--- src/rtl/registrador_pkg.sv ---
// Shared operation encoding for the universal register, its next-state logic and benches.
package registrador_pkg;

   typedef enum logic [2:0] {
      HOLD = 3'b000,
      LOAD = 3'b001,
      SHL  = 3'b010,
      SHR  = 3'b011,
      ROL  = 3'b100,
      ROR  = 3'b101,
      INC  = 3'b110,
      DEC  = 3'b111
   } modo_t;

endpackage

--- src/rtl/registrador_next.sv ---
// Combinational next-state function of the universal register: computes q/carry for one mode.
module registrador_next
   import registrador_pkg::*;
#(
   parameter int unsigned WIDTH    = 4,
   parameter bit          SATURATE = 1'b0
) (
   input  logic [WIDTH-1:0] q,
   input  logic             carry,
   input  modo_t            mode,
   input  logic [WIDTH-1:0] d,
   input  logic             sin_l,
   input  logic             sin_r,
   output logic [WIDTH-1:0] q_next,
   output logic             carry_next
);

   localparam logic [WIDTH:0] ONE = {{WIDTH{1'b0}}, 1'b1};

   // Bit WIDTH of the extended sum is the carry; of the extended difference, the borrow.
   logic [WIDTH:0] sum;
   logic [WIDTH:0] diff;

   assign sum  = {1'b0, q} + ONE;
   assign diff = {1'b0, q} - ONE;

   always_comb begin
      q_next     = q;
      carry_next = carry;
      // Unknown or unlisted encodings fall through to the hold defaults.
      case (mode)
         LOAD: begin
            q_next     = d;
            carry_next = 1'b0;
         end
         SHL: begin
            q_next     = {q[WIDTH-2:0], sin_r};
            carry_next = q[WIDTH-1];
         end
         SHR: begin
            q_next     = {sin_l, q[WIDTH-1:1]};
            carry_next = q[0];
         end
         ROL: begin
            q_next     = {q[WIDTH-2:0], q[WIDTH-1]};
            carry_next = q[WIDTH-1];
         end
         ROR: begin
            q_next     = {q[0], q[WIDTH-1:1]};
            carry_next = q[0];
         end
         INC: begin
            carry_next = sum[WIDTH];
            if (!(SATURATE && sum[WIDTH])) q_next = sum[WIDTH-1:0];
         end
         DEC: begin
            carry_next = diff[WIDTH];
            if (!(SATURATE && diff[WIDTH])) q_next = diff[WIDTH-1:0];
         end
         default: ;
      endcase
   end

endmodule

--- src/rtl/registrador_universal.sv ---
// WIDTH-bit universal register: load, shift, rotate, inc/dec with carry/zero flags.
module registrador_universal
   import registrador_pkg::*;
#(
   parameter int unsigned      WIDTH     = 4,
   parameter logic [WIDTH-1:0] RESET_VAL = '0,
   parameter bit               SATURATE  = 1'b0
) (
   input  logic             clk,
   input  logic             rst,
   input  logic             en,
   input  logic [2:0]       mode,
   input  logic [WIDTH-1:0] d,
   input  logic             sin_l,
   input  logic             sin_r,
   output logic [WIDTH-1:0] q,
   output logic             sout_l,
   output logic             sout_r,
   output logic             carry,
   output logic             zero
);

   logic [WIDTH-1:0] q_next;
   logic             carry_next;

   registrador_next #(
      .WIDTH    (WIDTH),
      .SATURATE (SATURATE)
   ) u_next (
      .q          (q),
      .carry      (carry),
      .mode       (modo_t'(mode)),
      .d          (d),
      .sin_l      (sin_l),
      .sin_r      (sin_r),
      .q_next     (q_next),
      .carry_next (carry_next)
   );

   always_ff @(posedge clk) begin
      if (!rst) begin
         q     <= RESET_VAL;
         carry <= 1'b0;
      end else if (en) begin
         q     <= q_next;
         carry <= carry_next;
      end
   end

   assign sout_l = q[WIDTH-1];
   assign sout_r = q[0];
   assign zero   = (q == '0);

endmodule

--- config.mk ---
export PLATFORM = sky130hd
export DESIGN_NAME = registrador_universal
export DESIGN_NICKNAME = d
export VERILOG_FILES = /design/src/rtl/registrador_pkg.sv /design/src/rtl/registrador_next.sv /design/src/rtl/registrador_universal.sv
export SDC_FILE = /design/constraint.sdc
export NUM_CORES = 1
export LEC_CHECK = 0
export BUFFER_PORTS_ARGS = -buffer_cell sky130_fd_sc_hd__buf_2
export CAP_MARGIN = 20
export CORE_AREA = 2 2 39 41
export DETAILED_ROUTE_END_ITERATION = 10
export DIE_AREA = 0 0 41 43
export PLACE_DENSITY = 0.74
export SKIP_CTS_REPAIR_TIMING = 1
export SYNTH_ARGS = -nofsm -noshare
export SYNTH_HDL_FRONTEND = slang
export SYNTH_HIERARCHICAL = 1
export SYNTH_SLANG_ARGS = --single-unit
--- constraint.sdc ---
create_clock -name clk -period 2.1 [get_ports clk]
set_clock_uncertainty 0.1 [all_clocks]
set_input_delay 0.21 -clock clk [delete_from_list [all_inputs] [get_ports clk]]
set_output_delay 0.21 -clock clk [all_outputs]
set_load 0.02 [all_outputs]
==> results of run 1 <==
[cell type report]
type / instances / area share
repair buffers: 21 / 0.153
clock buffers: 4 / 0.0364
multi-input cells: 64 / 0.622
flip-flops and latches: 5 / 0.140
well taps: 16 / 0.0277
inverters: 4 / 0.0208
[worst reg2reg max path, stage by stage (launching register included)]
cell and delay (ns):
dfxtp_1 0.33, buf_4 0.18, ha_1 0.21, a21boi_0 0.16
o21ai_0 0.09, and3b_1 0.18, o32a_1 0.29, mux2i_1 0.13
nor2b_1 0.05
[per-stage QoR]
stage,std cells,cell area [um2],setup WS (ns)
final,114,722,0.281
after global routing,114,722,0.0884
after CTS,114,721,0.173
after detailed placement,110,694,0.199
after global placement,110,694,0.211
after floorplan,80,617,0.194
[power by group through the flow]
stage	combinational (mW)	clock, mW	sequential (mW)
after detailed placement	0.146	0	0.117
after CTS	0.146	0.116	0.116
final	0.147	0.107	0.116
after global routing	0.163	0.122	0.118
after global placement	0.144	0	0.117
after floorplan	0.103	0	0.124
[final timing paths]
check	endpoint	slack (ns)	start	cells after the start
setup / recovery	carry	0.28	q[0]	8
hold / removal	q[0]	0.13	rst	2
setup reg to reg	carry	0.28	q[0]	8
hold reg to reg	carry	0.44	carry	2
[cell families after synthesis]
family | share of synthesized area
compound gates | 0.237
xor+xnor | 0.0426
fa+ha+maj | 0.0406
buf+inv | 0.110
flops | 0.162
mux | 0.134
simple gates | 0.274
[layout by cell type (no fill, tap or decap), drive strengths merged, types with 2 or more instances in the layout]
| cell | instances |
|---|---|
| inv | 4 |
| ha | 2 |
| o31ai | 3 |
| nand2b | 4 |
| nor2 | 4 |
| a21oi | 5 |
| mux2i | 6 |
| clkbuf | 4 |
| dfxtp | 5 |
| nand2 | 4 |
| mux2 | 2 |
| buf | 21 |
| nor2b | 8 |
| o21ai | 5 |
| o22ai | 3 |
| xnor2 | 3 |
| nor4 | 2 |
[metal layers]
metal | global-route usage | share of wire
met2 | 0.278 | 0.46
met5 | 0 | 0
met4 | 0.0800 | 0
met1 | 0.242 | 0.47
met3 | 0.0157 | 0.067
[state kept, by name, summed over array words and instances (netlist names)]
| signal | cells |
|---|---|
| q | 4 |
| carry | 1 |
==> impl_metrics.py, run 1 <==
metrics = {
    "synthesis": {
        "ys_seq_area_frac": 0.162,
        "synth_top_area_cell": "dfxtp_1",
        "yosysWarningCount": 6,
        "yosysMostFrequentCell": "nor2b_1",
        "avgSynthCellArea_um2": 7.71,
        "synth_seq_cells": 5,
        "syn_inst": 80,
        "synthArstFlopShare": 0,
        "synthFlopType": "dfxtp_1",
        "synth_edf_count": 0,
        "netlist_area_um2": 617,
        "synth_cell_type_count": 33,
        "synthesis.nets": 94,
        "synth_area_leaders": "dfxtp_1 (16%), mux2i_1 (9.7%), nor2b_1 (8.1%)",
        "synth_commonest_cells": "nor2b_1 (8), mux2i_1 (6), dfxtp_1 (5)",
        "synth_top_area_share": 0.162,
    },
    "sta": {
        "finalCritPeriodShare": 0.866,
        "setup_tns_ns": 0,
        "rsz0062_at_grt": "false",
        "finalCriticalPeriod_ns": 1.82,
        "finalSetupViolCount": 0,
        "slew_headroom": 0.767,
        "fmax_mhz": 550,
        "worstMarginPinSlew_ns": 0.349,
        "hold_viol": 0,
        "whs_ns": 0.128,
        "slew_viol_final": 0,
    },
    "placement": {
        "globalplace.congestion": 0.820,
        "place.port_buffers": 19,
        "hpwl_mm": 1.05,
    },
    "cts": {
        "clk_path_buf_depth": 2,
        "root_buffer": "clkbuf_4",
        "clk_latency_ns": 0.24,
        "numClockSinks": 5,
        "cts_buffers": 3,
        "clkTransAtPathRegs_ns": 0.04,
        "cts_max_level": 1,
        "cts_tree": "yes",
    },
    "cells_and_area": {
        "drive_above_1_share": 0.296,
        "seqCellArea_um2": 101,
        "syn_to_final_growth_pct": 17.0,
        "final_util": 0.522,
        "antennaDiodeCount": 0,
        "multi_input_area_um2": 449,
        "nFillCells": 139,
        "finalNetCount": 113,
    },
    "power_and_ir_drop": {
        "powerDensity_mw_per_mm2": 514,
        "intPower_uw": 241,
        "seq_power_share": 0.314,
        "p_leak_nw": 0.329,
        "p_total_uw": 371,
        "power_frac_clock": 0.289,
        "p_sw_frac": 0.351,
        "p_comb_frac": 0.397,
        "ir_drop_mv": 0.305,
        "net-switching-power_uw": 130,
    },
    "worst_setup_path": {
        "critPathMaxStageDelay_ns": 0.33,
        "cp_slowest_cell": "dfxtp_1",
        "crit_chain": "buf_4 -> ha_1 -> a21boi_0 -> o21ai_0 -> and3b_1 -> o32a_1 -> mux2i_1 -> nor2b_1",
        "cp.arrival_ns": 1.85,
        "crit_family": "compound AO/OA/AOI/OAI gates",
        "critPathKind": "reg -> reg",
        "crit_fanout": 8,
        "required_ns": 2.13,
        "end_kind": "register",
        "critical_path_buf_inv_count": 1,
        "critPathLaunchType": "register",
    },
    "grt": {
        "antenna_found_initial": 0,
        "grt_max_degree": 20,
        "grt_overflow": 0,
        "grt_pass1_wl_mm": 2.22,
        "grt_usage": 0.180,
        "grt_pass1_vias": 552,
    },
    "route": {
        "vias_per_cell": 5.69,
        "postRouteAntennaNets": 0,
        "drtIter0Drc": 11,
        "wl_per_cell_um": 12.4,
        "wl_mm": 1.41,
        "drc": 0,
        "dr.pass1.iters": 4,
        "dr_total_vias": 649,
    },
    "floorplanning": {
        "die_x_um": 41,
        "dieArea_mm2": 0.00176,
        "rows": 14,
        "ios": 20,
        "die_y_um": 43,
        "coreArea_mm2": 0.00138,
        "initial_utilization": 0.446,
    },
    "min_path": {
        "hold_class": "in -> reg",
    },
    "run_status": {
        "status": "finished, final reports clean",
    },
    "run": {
        "maxCapViolCount": 0,
    },
}
Note: power is estimated with default switching activity, not from simulation.
==> run 2, diff against run 1 <==
CORE_AREA = default   (was 2 2 39 41)
CORE_MARGIN = 2   (was default)
CORE_UTILIZATION = 40   (was default)
CTS_BUF_LIST = sky130_fd_sc_hd__clkbuf_2 sky130_fd_sc_hd__clkbuf_4 sky130_fd_sc_hd__clkbuf_8   (was default)
DIE_AREA = default   (was 0 0 41 43)
PLACE_DENSITY = 0.65   (was 0.74)
==> run 2 against run 1 <==
  * Critical path depth unchanged
  * Global-route usage down 0.75 points
  * Combinational power about the same
  * Power rose by 3.8%
  * Critical path type unchanged
  * Sequential power about the same
  * Largest cell class unchanged
  * Sequential share of layout area is 0.077 points lower
  * Maximum frequency fell by 2.9%
  * Setup slack lost 0.054 ns
  * Clock power increased by 15%
  * Worst hold slack improved by 0.011 ns
  * Via count fell by 3.4%
==> impl_metrics.py, run 2 (synthesized netlist as in run 1, its figures left out) <==
metrics = {
    "cts": {
        "clk_path_buf_depth": 2,
        "cts_buffers": 3,
        "clkTransAtPathRegs_ns": 0.04,
        "clk_latency_ns": 0.24,
        "cts_tree": "yes",
        "numClockSinks": 5,
        "cts_max_level": 1,
        "root_buffer": "clkbuf_4",
    },
    "cells_and_area": {
        "reg_top3": "q (4), carry (1)",
        "largest_reg_flops": 4,
        "mostFrequentLayoutCells": "buf_2 (19), nor2b_1 (8), mux2i_1 (6), dfxtp_1 (5)",
        "fin_area_um2": 717,
        "finalNetCount": 112,
        "antennaDiodeCount": 0,
        "final_cells": 113,
        "syn_to_final_growth_pct": 16.2,
        "mostFrequentLayoutCell": "buf_2",
        "drive_above_1_share": 0.289,
        "final_util": 0.487,
        "top_register": "q",
    },
    "sta": {
        "whs_ns": 0.140,
        "rsz0062_at_grt": "false",
        "finalCriticalPeriod_ns": 1.87,
        "slew_viol_final": 0,
        "worstMarginPinSlew_ns": 0.352,
        "hold_viol": 0,
        "finalCritPeriodShare": 0.892,
        "finalSetupViolCount": 0,
        "setup_tns_ns": 0,
        "setup_slack_ns": 0.227,
        "fmax_mhz": 534,
        "slew_headroom": 0.762,
    },
    "power_and_ir_drop": {
        "power_frac_clock": 0.319,
        "seq_power_share": 0.301,
        "ir_drop_mv": 0.302,
        "powerDensity_mw_per_mm2": 537,
        "p_comb_frac": 0.380,
        "intPower_uw": 252,
        "p_sw_frac": 0.345,
        "p_total_uw": 385,
        "p_leak_nw": 0.327,
        "net-switching-power_uw": 133,
    },
    "floorplanning": {
        "dieArea_mm2": 0.00187,
        "die_y_um": 43.3,
        "rows": 14,
        "ios": 20,
        "die_x_um": 43.3,
        "initial_utilization": 0.419,
        "coreArea_mm2": 0.00147,
    },
    "run": {
        "maxCapViolCount": 0,
    },
    "worst_setup_path": {
        "ff2ff_setup_slack_ns": 0.23,
        "cp.arrival_ns": 1.95,
        "end_kind": "register",
        "critPathKind": "reg -> reg",
        "crit_fanout": 11,
        "critPathLaunchType": "register",
        "required_ns": 2.18,
    },
    "route": {
        "wl_mm": 1.50,
        "dr_total_vias": 627,
        "postRouteAntennaNets": 0,
        "wl_per_cell_um": 13.3,
        "drc": 0,
        "drtIter0Drc": 10,
        "dr.pass1.iters": 5,
        "vias_per_cell": 5.55,
    },
    "grt": {
        "grt_max_degree": 20,
        "grt_pass1_wl_mm": 2.37,
        "antenna_found_initial": 0,
        "grt_overflow": 0,
        "grt_usage": 0.172,
        "grt_pass1_vias": 540,
    },
    "placement": {
        "hpwl_mm": 1.10,
        "globalplace.congestion": 0.908,
        "place_ws_ns": 0.243,
        "placed_area_um2": 687,
        "place.port_buffers": 19,
        "dp.cells": 109,
    },
    "run_status": {
        "status": "finished, final reports clean",
    },
    "min_path": {
        "hold_class": "in -> reg",
    },
}
-- run 2: cell types whose count changed in the layout (fill, tap and decap cells not counted) --
cell      change
clkbuf_1      -1
dfxtp_1       +1
buf_4         -1
dfxtp_2       -1
clkbuf_4      +1
-- run 2: per-layer routing --
layer	share of wire	GRT usage
met1	0.50	0.224
met2	0.43	0.254
met3	0.050	0.0255
met4	0.017	0.127
met5	0	0
-- run 2: power groups by stage --
stage	logic (mW)	clock network, mW	registers (mW)
finish	0.146	0.123	0.116
global route	0.160	0.136	0.117
CTS	0.145	0.130	0.116
detailed placement	0.145	0	0.118
global placement	0.145	0	0.118
floorplan	0.103	0	0.124
-- run 2: path summary, 6_finish.rpt --
check             start    end  depth (start not counted)
setup reg to reg   q[1]   q[1]                          8
hold reg to reg   carry  carry                          2
hold / removal      rst  carry                          2
setup / recovery   q[1]   q[1]                          8
-- run 2: cell type report --
cell class | instances | area [um2]
fill | 160 | 754
multi-input combinational | 64 | 449
timing repair buffer | 20 | 103
sequential | 5 | 100
clock buffer | 4 | 30.0
tap | 16 | 20.0
inverter | 4 | 15.0
-- run 2: critical path: stages, from the launching register on --
cell	delay [ns]
dfxtp_1	0.50
inv_1	0.10
ha_1	0.30
xnor2_1	0.13
o22ai_1	0.20
o21ai_0	0.11
a21oi_1	0.17
mux2i_1	0.09
nor2b_1	0.11
==> run 3, diff against run 2 <==
BUFFER_PORTS_ARGS = default   (was -buffer_cell sky130_fd_sc_hd__buf_2)
DONT_BUFFER_PORTS = 1   (was default)
GPL_TIMING_DRIVEN = 0   (was default)
PLACE_DENSITY = 0.64   (was 0.65)
==> run 3 against run 2 <==
  * Register-to-register slack worse by 0.05 ns
  * Largest power group is now sequential cells
  * Critical path type unchanged
  * Worst hold slack worse by 0.13 ns
  * Largest cell class unchanged
  * Design area down 6.3%
==> impl_metrics.py, run 3 (synthesized netlist as in run 1, its figures left out) <==
metrics = {
    "route": {
        "dr.pass1.iters": 4,
        "postRouteAntennaNets": 0,
        "drtIter0Drc": 16,
        "vias_per_cell": 6.02,
        "wl_per_cell_um": 14.3,
        "drc": 0,
        "dr_total_vias": 602,
        "wl_mm": 1.43,
    },
    "cells_and_area": {
        "top_register": "q",
        "largest_reg_flops": 4,
        "syn_to_final_growth_pct": 8.92,
        "antennaDiodeCount": 0,
        "mostFrequentLayoutCells": "nor2b_1 (8), mux2i_1 (6)",
        "multi_input_area_um2": 449,
        "final_util": 0.457,
        "drive_above_1_share": 0.202,
        "reg_top3": "q (4), carry (1)",
        "finalNetCount": 99,
        "mostFrequentLayoutCell": "nor2b_1",
        "nFillCells": 172,
        "seqCellArea_um2": 105,
    },
    "grt": {
        "grt_pass1_wl_mm": 2.19,
        "grt_usage": 0.161,
        "grt_pass1_vias": 508,
        "grt_max_degree": 13,
        "grt_overflow": 0,
        "antenna_found_initial": 0,
    },
    "sta": {
        "worstMarginPinSlew_ns": 0.905,
        "slew_viol_final": 0,
        "finalSetupViolCount": 0,
        "rsz0062_at_grt": "false",
        "slew_headroom": 0.391,
        "setup_slack_ns": 0.177,
        "hold_viol": 0,
        "finalCriticalPeriod_ns": 1.92,
        "fmax_mhz": 520,
        "finalCritPeriodShare": 0.916,
        "whs_ns": 0.00507,
    },
    "floorplanning": {
        "die_y_um": 43.3,
        "coreArea_mm2": 0.00147,
        "die_x_um": 43.3,
        "rows": 14,
        "initial_utilization": 0.419,
        "ios": 20,
        "dieArea_mm2": 0.00187,
    },
    "placement": {
        "place.port_buffers": 0,
        "hpwl_mm": 1.08,
        "place_ws_ns": -0.118,
        "globalplace.congestion": 0.789,
    },
    "min_path": {
        "min_delay_worst_endpoint": "q[0]",
        "hold_class": "in -> reg",
        "hold_depth": 1,
        "min_from": "rst",
    },
    "run": {
        "maxCapViolCount": 0,
    },
    "worst_setup_path": {
        "critPathKind": "reg -> reg",
        "r2r_start": "q[1]",
        "end_kind": "register",
        "required_ns": 2.17,
        "crit_fanout": 11,
        "crit_family": "compound AO/OA/AOI/OAI gates",
        "reg2reg_to": "q[1]",
        "reg2reg_depth": 8,
        "critical_path_buf_inv_count": 1,
        "ff2ff_setup_slack_ns": 0.18,
        "cp.arrival_ns": 1.99,
        "crit_chain": "inv_1 -> ha_1 -> xnor2_1 -> o22ai_1 -> o21ai_0 -> a21oi_1 -> mux2i_1 -> nor2b_1",
        "critPathMaxStageDelay_ns": 0.49,
        "cp_slowest_cell": "dfxtp_2",
        "critPathLaunchType": "register",
    },
    "cts": {
        "clk_latency_ns": 0.24,
        "cts_buffers": 3,
        "clk_path_buf_depth": 2,
        "cts_tree": "yes",
        "numClockSinks": 5,
        "clkTransAtPathRegs_ns": 0.04,
        "root_buffer": "clkbuf_4",
        "cts_max_level": 1,
    },
    "run_status": {
        "status": "finished, final reports clean",
    },
    "power_and_ir_drop": {
        "p_leak_nw": 0.274,
        "p_total_uw": 369,
        "ir_drop_mv": 0.312,
        "powerDensity_mw_per_mm2": 549,
    },
}
## run 3: how the worst max path moves through the flow
| stage | start | endpoint | slack (ns) | cells after the start |
|---|---|---|---|---|
| 2_1_floorplan | q[0] | q[1] | 0.19 | 8 |
| 3_3_place_gp | q[0] | q[1] | -0.04 | 8 |
| 3_5_place_dp | q[0] | q[1] | -0.12 | 8 |
| 4_1_cts | q[0] | q[1] | -0.14 | 8 |
| 5_1_grt | q[1] | q[1] | 0.01 | 8 |
| 6_report | q[1] | q[1] | 0.18 | 8 |
## run 3: power by group
group | leakage (nW) | switching, mW | internal (mW)
logic | 0.214 | 0.0631 | 0.0574
clock network | 0.0184 | 0.0349 | 0.0844
registers | 0.0420 | 0.0267 | 0.103
## run 3: metal layers
| metal | vias up | wire, um | GRT usage |
|---|---|---|---|
| met5 | - | 0 | 0 |
| met4 | 0 | 0 | 0.0970 |
| met2 | 31 | 707 | 0.245 |
| li1 | 298 | - | - |
| met3 | 0 | 120 | 0.0426 |
| met1 | 273 | 605 | 0.200 |
## run 3: final cells by class
cell class | count | share of cell area
buffer | 7 | 0.0782
clock buffer | 4 | 0.0447
inverter | 4 | 0.0223
multi-input combinational | 64 | 0.669
sequential | 5 | 0.156
tap | 16 | 0.0298
## run 3: through the flow
| step | TNS, ns | std cells | area, um2 |
|---|---|---|---|
| after floorplan | 0 | 80 | 617 |
| after global placement | -0.0404 | 96 | 637 |
| after detailed placement | -0.118 | 96 | 637 |
| after CTS | -0.137 | 100 | 667 |
| after global routing | 0 | 100 | 672 |
| final | 0 | 100 | 672 |
